## config.mk

```make
export PLATFORM = sky130hd
export DESIGN_NAME = pcs_autoneg_ctrl_flat
export DESIGN_NICKNAME = d
export VERILOG_FILES = /design/src/rtl/pcs_autoneg_ctrl_if.sv /design/src/rtl/pcs_autoneg_ctrl.sv /design/src/flat_wrapper.sv
export SDC_FILE = /design/constraint.sdc
export NUM_CORES = 1
export LEC_CHECK = 0
export CORE_AREA = 2 2 90 92
export CTS_BUF_LIST = sky130_fd_sc_hd__clkbuf_16
export CTS_CLUSTER_DIAMETER = 60
export DETAILED_ROUTE_END_ITERATION = 7
export DIE_AREA = 0 0 92 94
export PLACE_DENSITY_LB_ADDON = 0.08
export SYNTH_ARGS = -nofsm -noshare
export SYNTH_HDL_FRONTEND = slang
export SYNTH_SLANG_ARGS = --single-unit
```

## constraint.sdc

```tcl
create_clock -name clk_125 -period 4.05 [get_ports clk_125]
set_clock_uncertainty 0.15 [all_clocks]
set_input_delay 0.81 -clock clk_125 [delete_from_list [all_inputs] [get_ports clk_125]]
set_output_delay 0.81 -clock clk_125 [all_outputs]
set_load 0.01 [all_outputs]
```

## src/rtl/pcs_autoneg_ctrl_if.sv

```systemverilog
// Bundle between the Clause 37 auto-negotiation controller and the PCS/management side.
// master drives the PCS receive events and management controls; slave is the controller.
interface pcs_autoneg_ctrl_if;
   logic        an_enable;
   logic        an_restart;
   logic        sync_ok;
   logic        rx_config_valid;
   logic [15:0] rx_config_reg;
   logic        rx_idle;
   logic [1:0]  tx_xmit;
   logic [15:0] tx_config_reg;
   logic [15:0] lp_ability;
   logic        an_complete;
   logic        link_up;
   logic [2:0]  an_state;

   modport master (
      output an_enable, an_restart, sync_ok, rx_config_valid, rx_config_reg, rx_idle,
      input  tx_xmit, tx_config_reg, lp_ability, an_complete, link_up, an_state
   );

   modport slave (
      input  an_enable, an_restart, sync_ok, rx_config_valid, rx_config_reg, rx_idle,
      output tx_xmit, tx_config_reg, lp_ability, an_complete, link_up, an_state
   );
endinterface

```

## src/rtl/pcs_autoneg_ctrl.sv

```systemverilog
// Clause 37 (1000BASE-X) auto-negotiation controller: sequences what the PCS transmits
// (/C/, /I/ or data) from the received /C/ and /I/ event stream.
module pcs_autoneg_ctrl #(
   parameter int unsigned LINK_TIMER_CYCLES = 1250000,
   parameter logic [15:0] LOCAL_ABILITY     = 16'h01A0
) (
   input logic              clk_125,
   input logic              reset_n,
   pcs_autoneg_ctrl_if.slave bus
);

   localparam logic [2:0] AN_ENABLE       = 3'd0;
   localparam logic [2:0] AN_RESTART      = 3'd1;
   localparam logic [2:0] ABILITY_DETECT  = 3'd2;
   localparam logic [2:0] ACK_DETECT      = 3'd3;
   localparam logic [2:0] COMPLETE_ACK    = 3'd4;
   localparam logic [2:0] IDLE_DETECT     = 3'd5;
   localparam logic [2:0] LINK_OK         = 3'd6;
   localparam logic [2:0] DISABLE_LINK_OK = 3'd7;

   localparam logic [1:0] XMIT_IDLE   = 2'd0;
   localparam logic [1:0] XMIT_CONFIG = 2'd1;
   localparam logic [1:0] XMIT_DATA   = 2'd2;

   localparam int unsigned    TW         = $clog2(LINK_TIMER_CYCLES + 1);
   localparam logic [TW-1:0]  TIMER_LOAD = TW'(LINK_TIMER_CYCLES - 1);

   logic [2:0]    r_state;
   logic [TW-1:0] r_timer;
   logic [1:0]    r_cfg_cnt;
   logic [1:0]    r_idle_cnt;
   logic [1:0]    r_ack_cnt;
   logic [15:0]   r_last_word;
   logic          r_an_enable_d;
   logic [1:0]    r_tx_xmit;
   logic [15:0]   r_tx_config_reg;
   logic [15:0]   r_lp_ability;
   logic          r_an_complete;
   logic          r_link_up;

   logic [2:0]    w_next;
   logic [15:0]   w_masked;
   logic          w_ability_match;
   logic          w_ack_match;
   logic          w_zero_match;
   logic          w_idle_match;
   logic          w_timer_done;
   logic          w_an_rise;
   logic          w_an_fall;
   logic          w_transition;
   logic [1:0]    w_tx_xmit;
   logic [15:0]   w_tx_config_reg;

   assign w_masked        = bus.rx_config_reg & 16'hBFFF;
   assign w_ability_match = (r_cfg_cnt == 2'd3);
   assign w_ack_match     = w_ability_match && (r_ack_cnt == 2'd3);
   assign w_zero_match    = w_ability_match && (r_last_word == 16'h0000);
   assign w_idle_match    = (r_idle_cnt == 2'd3);
   assign w_timer_done    = (r_timer == '0);
   assign w_an_rise       = bus.an_enable && !r_an_enable_d;
   assign w_an_fall       = !bus.an_enable && r_an_enable_d;
   assign w_transition    = (w_next != r_state);

   // Global aborts first; in DISABLE_LINK_OK a restart only counts once AN is enabled.
   always_comb begin
      w_next = r_state;
      if (bus.an_restart && !(r_state == DISABLE_LINK_OK && !bus.an_enable))
         w_next = AN_ENABLE;
      else if (!bus.sync_ok && bus.an_enable)
         w_next = AN_ENABLE;
      else if (w_an_fall && r_state != DISABLE_LINK_OK)
         w_next = AN_ENABLE;
      else begin
         case (r_state)
            AN_ENABLE:       w_next = bus.an_enable ? AN_RESTART : DISABLE_LINK_OK;
            AN_RESTART:      if (w_timer_done) w_next = ABILITY_DETECT;
            ABILITY_DETECT:  if (w_ability_match && !w_zero_match) w_next = ACK_DETECT;
            ACK_DETECT: begin
               if (w_zero_match)
                  w_next = AN_ENABLE;
               else if (w_ack_match)
                  w_next = (r_last_word == r_lp_ability) ? COMPLETE_ACK : AN_ENABLE;
            end
            COMPLETE_ACK: begin
               if (w_zero_match)      w_next = AN_ENABLE;
               else if (w_timer_done) w_next = IDLE_DETECT;
            end
            IDLE_DETECT: begin
               if (w_zero_match)                      w_next = AN_ENABLE;
               else if (w_timer_done && w_idle_match) w_next = LINK_OK;
            end
            LINK_OK:         if (w_ability_match) w_next = AN_ENABLE;
            DISABLE_LINK_OK: if (w_an_rise) w_next = AN_ENABLE;
            default:         w_next = AN_ENABLE;
         endcase
      end
   end

   // Outputs are a function of the state being entered so they change on the entry edge.
   always_comb begin
      w_tx_xmit       = XMIT_CONFIG;
      w_tx_config_reg = r_tx_config_reg;
      case (w_next)
         AN_ENABLE, AN_RESTART: w_tx_config_reg = 16'h0000;
         ABILITY_DETECT:        w_tx_config_reg = LOCAL_ABILITY;
         ACK_DETECT:            w_tx_config_reg = LOCAL_ABILITY | 16'h4000;
         IDLE_DETECT:           w_tx_xmit = XMIT_IDLE;
         LINK_OK, DISABLE_LINK_OK: w_tx_xmit = XMIT_DATA;
         default:               w_tx_xmit = XMIT_CONFIG;
      endcase
   end

   always_ff @(posedge clk_125 or negedge reset_n) begin
      if (!reset_n) begin
         r_state         <= AN_ENABLE;
         r_timer         <= '0;
         r_cfg_cnt       <= 2'd0;
         r_idle_cnt      <= 2'd0;
         r_ack_cnt       <= 2'd0;
         r_last_word     <= 16'h0000;
         r_an_enable_d   <= 1'b0;
         r_tx_xmit       <= XMIT_CONFIG;
         r_tx_config_reg <= 16'h0000;
         r_lp_ability    <= 16'h0000;
         r_an_complete   <= 1'b0;
         r_link_up       <= 1'b0;
      end else begin
         r_state         <= w_next;
         r_an_enable_d   <= bus.an_enable;
         r_tx_xmit       <= w_tx_xmit;
         r_tx_config_reg <= w_tx_config_reg;
         r_an_complete   <= (w_next == LINK_OK);
         r_link_up       <= (w_next == LINK_OK) || (w_next == DISABLE_LINK_OK && bus.sync_ok);

         if (r_state == ABILITY_DETECT && w_next == ACK_DETECT)
            r_lp_ability <= r_last_word;

         if (bus.rx_config_valid)
            r_last_word <= w_masked;

         // Every state transition starts its successor with fresh match history.
         if (w_transition) begin
            r_cfg_cnt  <= 2'd0;
            r_idle_cnt <= 2'd0;
            r_ack_cnt  <= 2'd0;
         end else if (bus.rx_config_valid) begin
            r_cfg_cnt  <= (w_masked != r_last_word) ? 2'd1 :
                          (r_cfg_cnt == 2'd3) ? 2'd3 : r_cfg_cnt + 2'd1;
            r_ack_cnt  <= !bus.rx_config_reg[14] ? 2'd0 :
                          (r_ack_cnt == 2'd3) ? 2'd3 : r_ack_cnt + 2'd1;
            r_idle_cnt <= 2'd0;
         end else if (bus.rx_idle) begin
            r_cfg_cnt  <= 2'd0;
            r_ack_cnt  <= 2'd0;
            r_idle_cnt <= (r_idle_cnt == 2'd3) ? 2'd3 : r_idle_cnt + 2'd1;
         end

         if (w_transition && (w_next == AN_RESTART || w_next == COMPLETE_ACK ||
                              w_next == IDLE_DETECT))
            r_timer <= TIMER_LOAD;
         else if (!w_timer_done)
            r_timer <= r_timer - 1'b1;
      end
   end

   assign bus.tx_xmit       = r_tx_xmit;
   assign bus.tx_config_reg = r_tx_config_reg;
   assign bus.lp_ability    = r_lp_ability;
   assign bus.an_complete   = r_an_complete;
   assign bus.link_up       = r_link_up;
   assign bus.an_state      = r_state;

endmodule

```

## src/flat_wrapper.sv

```systemverilog
// flat-port wrapper written by rule: the top's interface ports become plain ports
module pcs_autoneg_ctrl_flat 
#(
   parameter int unsigned LINK_TIMER_CYCLES = 1250000,
   parameter logic [15:0] LOCAL_ABILITY     = 16'h01A0
)
  (clk_125, reset_n, bus_an_enable, bus_an_restart, bus_sync_ok, bus_rx_config_valid, bus_rx_config_reg, bus_rx_idle, bus_tx_xmit, bus_tx_config_reg, bus_lp_ability, bus_an_complete, bus_link_up, bus_an_state);
  pcs_autoneg_ctrl_if bus_i ();
  input logic clk_125;
  input logic reset_n;
  input wire logic [$bits(bus_i.an_enable)-1:0] bus_an_enable;
  input wire logic [$bits(bus_i.an_restart)-1:0] bus_an_restart;
  input wire logic [$bits(bus_i.sync_ok)-1:0] bus_sync_ok;
  input wire logic [$bits(bus_i.rx_config_valid)-1:0] bus_rx_config_valid;
  input wire logic [$bits(bus_i.rx_config_reg)-1:0] bus_rx_config_reg;
  input wire logic [$bits(bus_i.rx_idle)-1:0] bus_rx_idle;
  output wire logic [$bits(bus_i.tx_xmit)-1:0] bus_tx_xmit;
  output wire logic [$bits(bus_i.tx_config_reg)-1:0] bus_tx_config_reg;
  output wire logic [$bits(bus_i.lp_ability)-1:0] bus_lp_ability;
  output wire logic [$bits(bus_i.an_complete)-1:0] bus_an_complete;
  output wire logic [$bits(bus_i.link_up)-1:0] bus_link_up;
  output wire logic [$bits(bus_i.an_state)-1:0] bus_an_state;
  assign bus_i.an_enable = bus_an_enable;
  assign bus_i.an_restart = bus_an_restart;
  assign bus_i.sync_ok = bus_sync_ok;
  assign bus_i.rx_config_valid = bus_rx_config_valid;
  assign bus_i.rx_config_reg = bus_rx_config_reg;
  assign bus_i.rx_idle = bus_rx_idle;
  assign bus_tx_xmit = bus_i.tx_xmit;
  assign bus_tx_config_reg = bus_i.tx_config_reg;
  assign bus_lp_ability = bus_i.lp_ability;
  assign bus_an_complete = bus_i.an_complete;
  assign bus_link_up = bus_i.link_up;
  assign bus_an_state = bus_i.an_state;
  pcs_autoneg_ctrl #(.LINK_TIMER_CYCLES(LINK_TIMER_CYCLES), .LOCAL_ABILITY(LOCAL_ABILITY)) u_core (.clk_125(clk_125), .reset_n(reset_n), .bus(bus_i));
endmodule
```

==> results of run 1 <==
-- critical path, delay by kind of cell, from the launching register on --
family | cells | cell delay [ns]
simple gates | 3 | 1.10
fa+ha+maj | 1 | 0.22
buf+inv | 2 | 0.36
mux | 1 | 0.36
compound gates | 3 | 0.81
flops | 1 | 0.37
-- logic make-up (layout without fill, tap and decap cells) --
family / after synthesis / after routing / share of synthesized area
flip-flops: 67 / 67 / 0.4483
buffers and inverters: 36 / 77 / 0.05951
adder cells (fa/ha/maj): 1 / 1 / 0.003343
multiplexers: 32 / 32 / 0.1060
other: 1 / 13 / 0.001002
XOR/XNOR: 49 / 49 / 0.1147
AO/OA/AOI/OAI: 63 / 63 / 0.1083
AND/OR/NAND/NOR: 100 / 100 / 0.1588
-- power groups by stage --
stage	clock network (mW)	logic, mW	registers [mW]
3_3_place_gp	0	0.693	0.937
5_1_grt	0.792	0.769	0.949
3_5_place_dp	0	0.699	0.940
4_1_cts	0.761	0.704	0.932
2_1_floorplan	0	0.419	0.932
6_report	0.748	0.698	0.930
-- cells in the final DEF, fill, tap and decap left out, types with 10 or more instances in the layout --
cell type,count
xor2_1,11
dfrtp_1,66
a21oi_1,18
o21ai_0,15
nor3_1,12
nor4_1,14
mux2_4,10
mux2_2,21
conb_1,13
nor2_1,17
xnor2_1,38
clkdlybuf4s50_1,47
-- metal layers --
layer	wire length (um)	vias to the layer above
li1	-	1328
met1	3984	1339
met2	3566	71
met3	353	11
met4	103	0
met5	0	-
-- per-stage QoR --
stage | hold slack [ns] | cell area (sq um) | instances
floorplan | 0.3363 | 3787 | 361
global placement | 0.3474 | 4235 | 488
detailed placement | 0.3679 | 4235 | 488
CTS | 0.3459 | 4521 | 504
global route | 0.3795 | 4521 | 504
finish | 0.3316 | 4521 | 504
-- area by class of cell --
class | instances | share of cell area
timing repair buffer | 53 | 0.1135
clock buffer | 9 | 0.04982
tap | 102 | 0.02823
sequential | 67 | 0.3712
clock inverter | 7 | 0.01329
inverter | 8 | 0.006643
multi-input combinational | 258 | 0.4174
-- worst max path at each step --
stage / end / depth (start not counted) / startpoint / slack [ns]
2_1_floorplan: u_core.bus.lp_ability[0] / 11 / u_core.r_timer[0] / 0.90
3_3_place_gp: u_core.bus.lp_ability[8] / 10 / u_core.r_timer[0] / 0.62
3_5_place_dp: u_core.bus.lp_ability[8] / 10 / u_core.r_timer[0] / 0.57
4_1_cts: u_core.bus.lp_ability[7] / 10 / u_core.r_timer[0] / 0.57
5_1_grt: u_core.bus.lp_ability[11] / 10 / u_core.r_timer[0] / 0.33
6_report: u_core.bus.lp_ability[11] / 10 / u_core.r_timer[0] / 0.54
==> flow_summary.json, run 1 <==
{
  "status": "complete, no violations",
  "cp_slowest_cell": "or3b_2",
  "gp_congestion": 0.8335,
  "cts.clk_slew.worst_paths_ns": 0.05,
  "pre_cts_ws_ns": 0.5694,
  "clock_path_buffers": 2,
  "cts_resized": 0,
  "rows": 32,
  "portBuffers": 48,
  "ff_latch_area_sq_mm": 0.001678,
  "largest-register": "u_core.r_timer",
  "htreeDepth": 3,
  "postRouteAntennaNets": 0,
  "grt.met2_usage": 0.2911,
  "intPower_mw": 1.643,
  "fillCellCount": 656,
  "cp_max_fo": 15,
  "cts_sinks": 67,
  "start_util": 0.4919,
  "worstRegToRegCells": 10,
  "multi_input_area_sq_mm": 0.001887,
  "core_sq_mm": 0.007607,
  "ys_seq_area_frac": 0.4483,
  "worstMarginPinSlew_ns": 0.7493,
  "p_clk_frac": 0.315,
  "period_needed_ns": 3.506,
  "final_max_slew_viol_count": 0,
  "drt_drc_violations_left": 0,
  "cts.hold.buffers_added": 0,
  "setup_viol": 0,
  "seqPwrFrac": 0.391,
  "rsz0062_at_grt": "false",
  "met1_usage": 0.2908,
  "yosysMostFrequentCell": "dfrtp_1",
  "ys.flop_type": "dfrtp_1",
  "first_pass_iters": 4,
  "insertedDiodeCount": 0,
  "grt_pass1_wl_um": 13540,
  "die-area_sq_mm": 0.008648,
  "grt_busiest_layer": "met2",
  "r2r_end": "u_core.bus.lp_ability[11]",
  "ys.warnings.count": 0,
  "slowest_delay_ns": 0.50,
  "path_cells": "inv_1, ha_1, or3b_2, nor4_2, a21oi_1, a211oi_2, o21a_1, and4b_1, buf_4, mux2_2",
  "synth_edf_count": 0,
  "cts_root_buf": "clkbuf_16",
  "drt-wirelength-per-cell_um": 15.89,
  "vias_per_cell": 5.454,
  "grt_max_degree": 43,
  "regToRegSetupSlack_ns": 0.54,
  "async_flop_share": 1.000,
  "max_freq_mhz": 285.3,
  "synthToLayoutAreaGrowth_pct": 20.80,
  "ios": 62,
  "worstPathArrival_ns": 3.57,
  "r2r-start": "u_core.r_timer[0]",
  "initialDrtViolationCount": 99,
  "post_cts_buffers": 0,
  "synthCells": 349,
  "synth_top_area_share": 0.4413,
  "setup_ws_ns": 0.5444,
  "p_leak_nw": 1.809,
  "grt_pass1_vias": 2695,
  "largest_register_ffs": 21,
  "ys_seq_elements": 67,
  "cts_tree": "done",
  "swShare": 0.3084,
  "hold_viol_final": 0,
  "syn-mean-instance-area_sq_um": 10.72,
  "start_kind": "flop",
  "grt_antenna_before_repair": 0,
  "slew_headroom": 0.4959,
  "syn-cell-area_sq_mm": 0.003742,
  "postLayoutCoreUtil": 0.5942,
  "dp_hpwl_um": 5697,
  "finalNetCount": 421,
  "power.density_mw_per_mm2": 525.6,
  "die_w_um": 92,
  "criticalPathCategory": "reg2reg",
  "die_h_um": 94,
  "combPwrFrac": 0.294,
  "crit_path_end_kind": "flop",
  "numCtsBuffers": 9,
  "num_vias": 2749,
  "switchingPower_mw": 0.7327,
  "routed_wl_um": 8008,
  "yosysTopAreaCell": "dfrtp_1",
  "overflow": 0,
  "crit_required_ns": 4.11,
  "max-cap-violations": 0,
  "min-delay-path-class": "in2async",
  "power_mw": 2.376,
  "met3_usage": 0.03451,
  "track_usage": 0.1985,
  "synth_cell_types": 56,
  "synthTopCellsByCount": "66 x dfrtp_1, 38 x xnor2_1, 21 x mux2_2",
  "insertion_delay_ns": 0.33,
  "layout-drive-gt1-share": 0.1617,
  "fin_tns_setup_ns": 0,
  "synthTopCellsByArea": "dfrtp_1 44%, xnor2_1 8.9%, mux2_2 6.3%",
  "peakVddDrop_v": 0.0003002,
  "fin_crit_sh": 0.8656
}
(Power assumes the default switching activity.)
==> run 2, diff against run 1 <==
--- a/config.mk
+++ b/config.mk
@@ -5,6 +5,7 @@
 export SDC_FILE = /design/constraint.sdc
 export NUM_CORES = 1
 export LEC_CHECK = 0
+export CAP_MARGIN = 20
 export CORE_AREA = 2 2 90 92
 export CTS_BUF_LIST = sky130_fd_sc_hd__clkbuf_16
 export CTS_CLUSTER_DIAMETER = 60
==> results of run 2 <==
Final layout, timing and power as in run 1 (identical DEF).
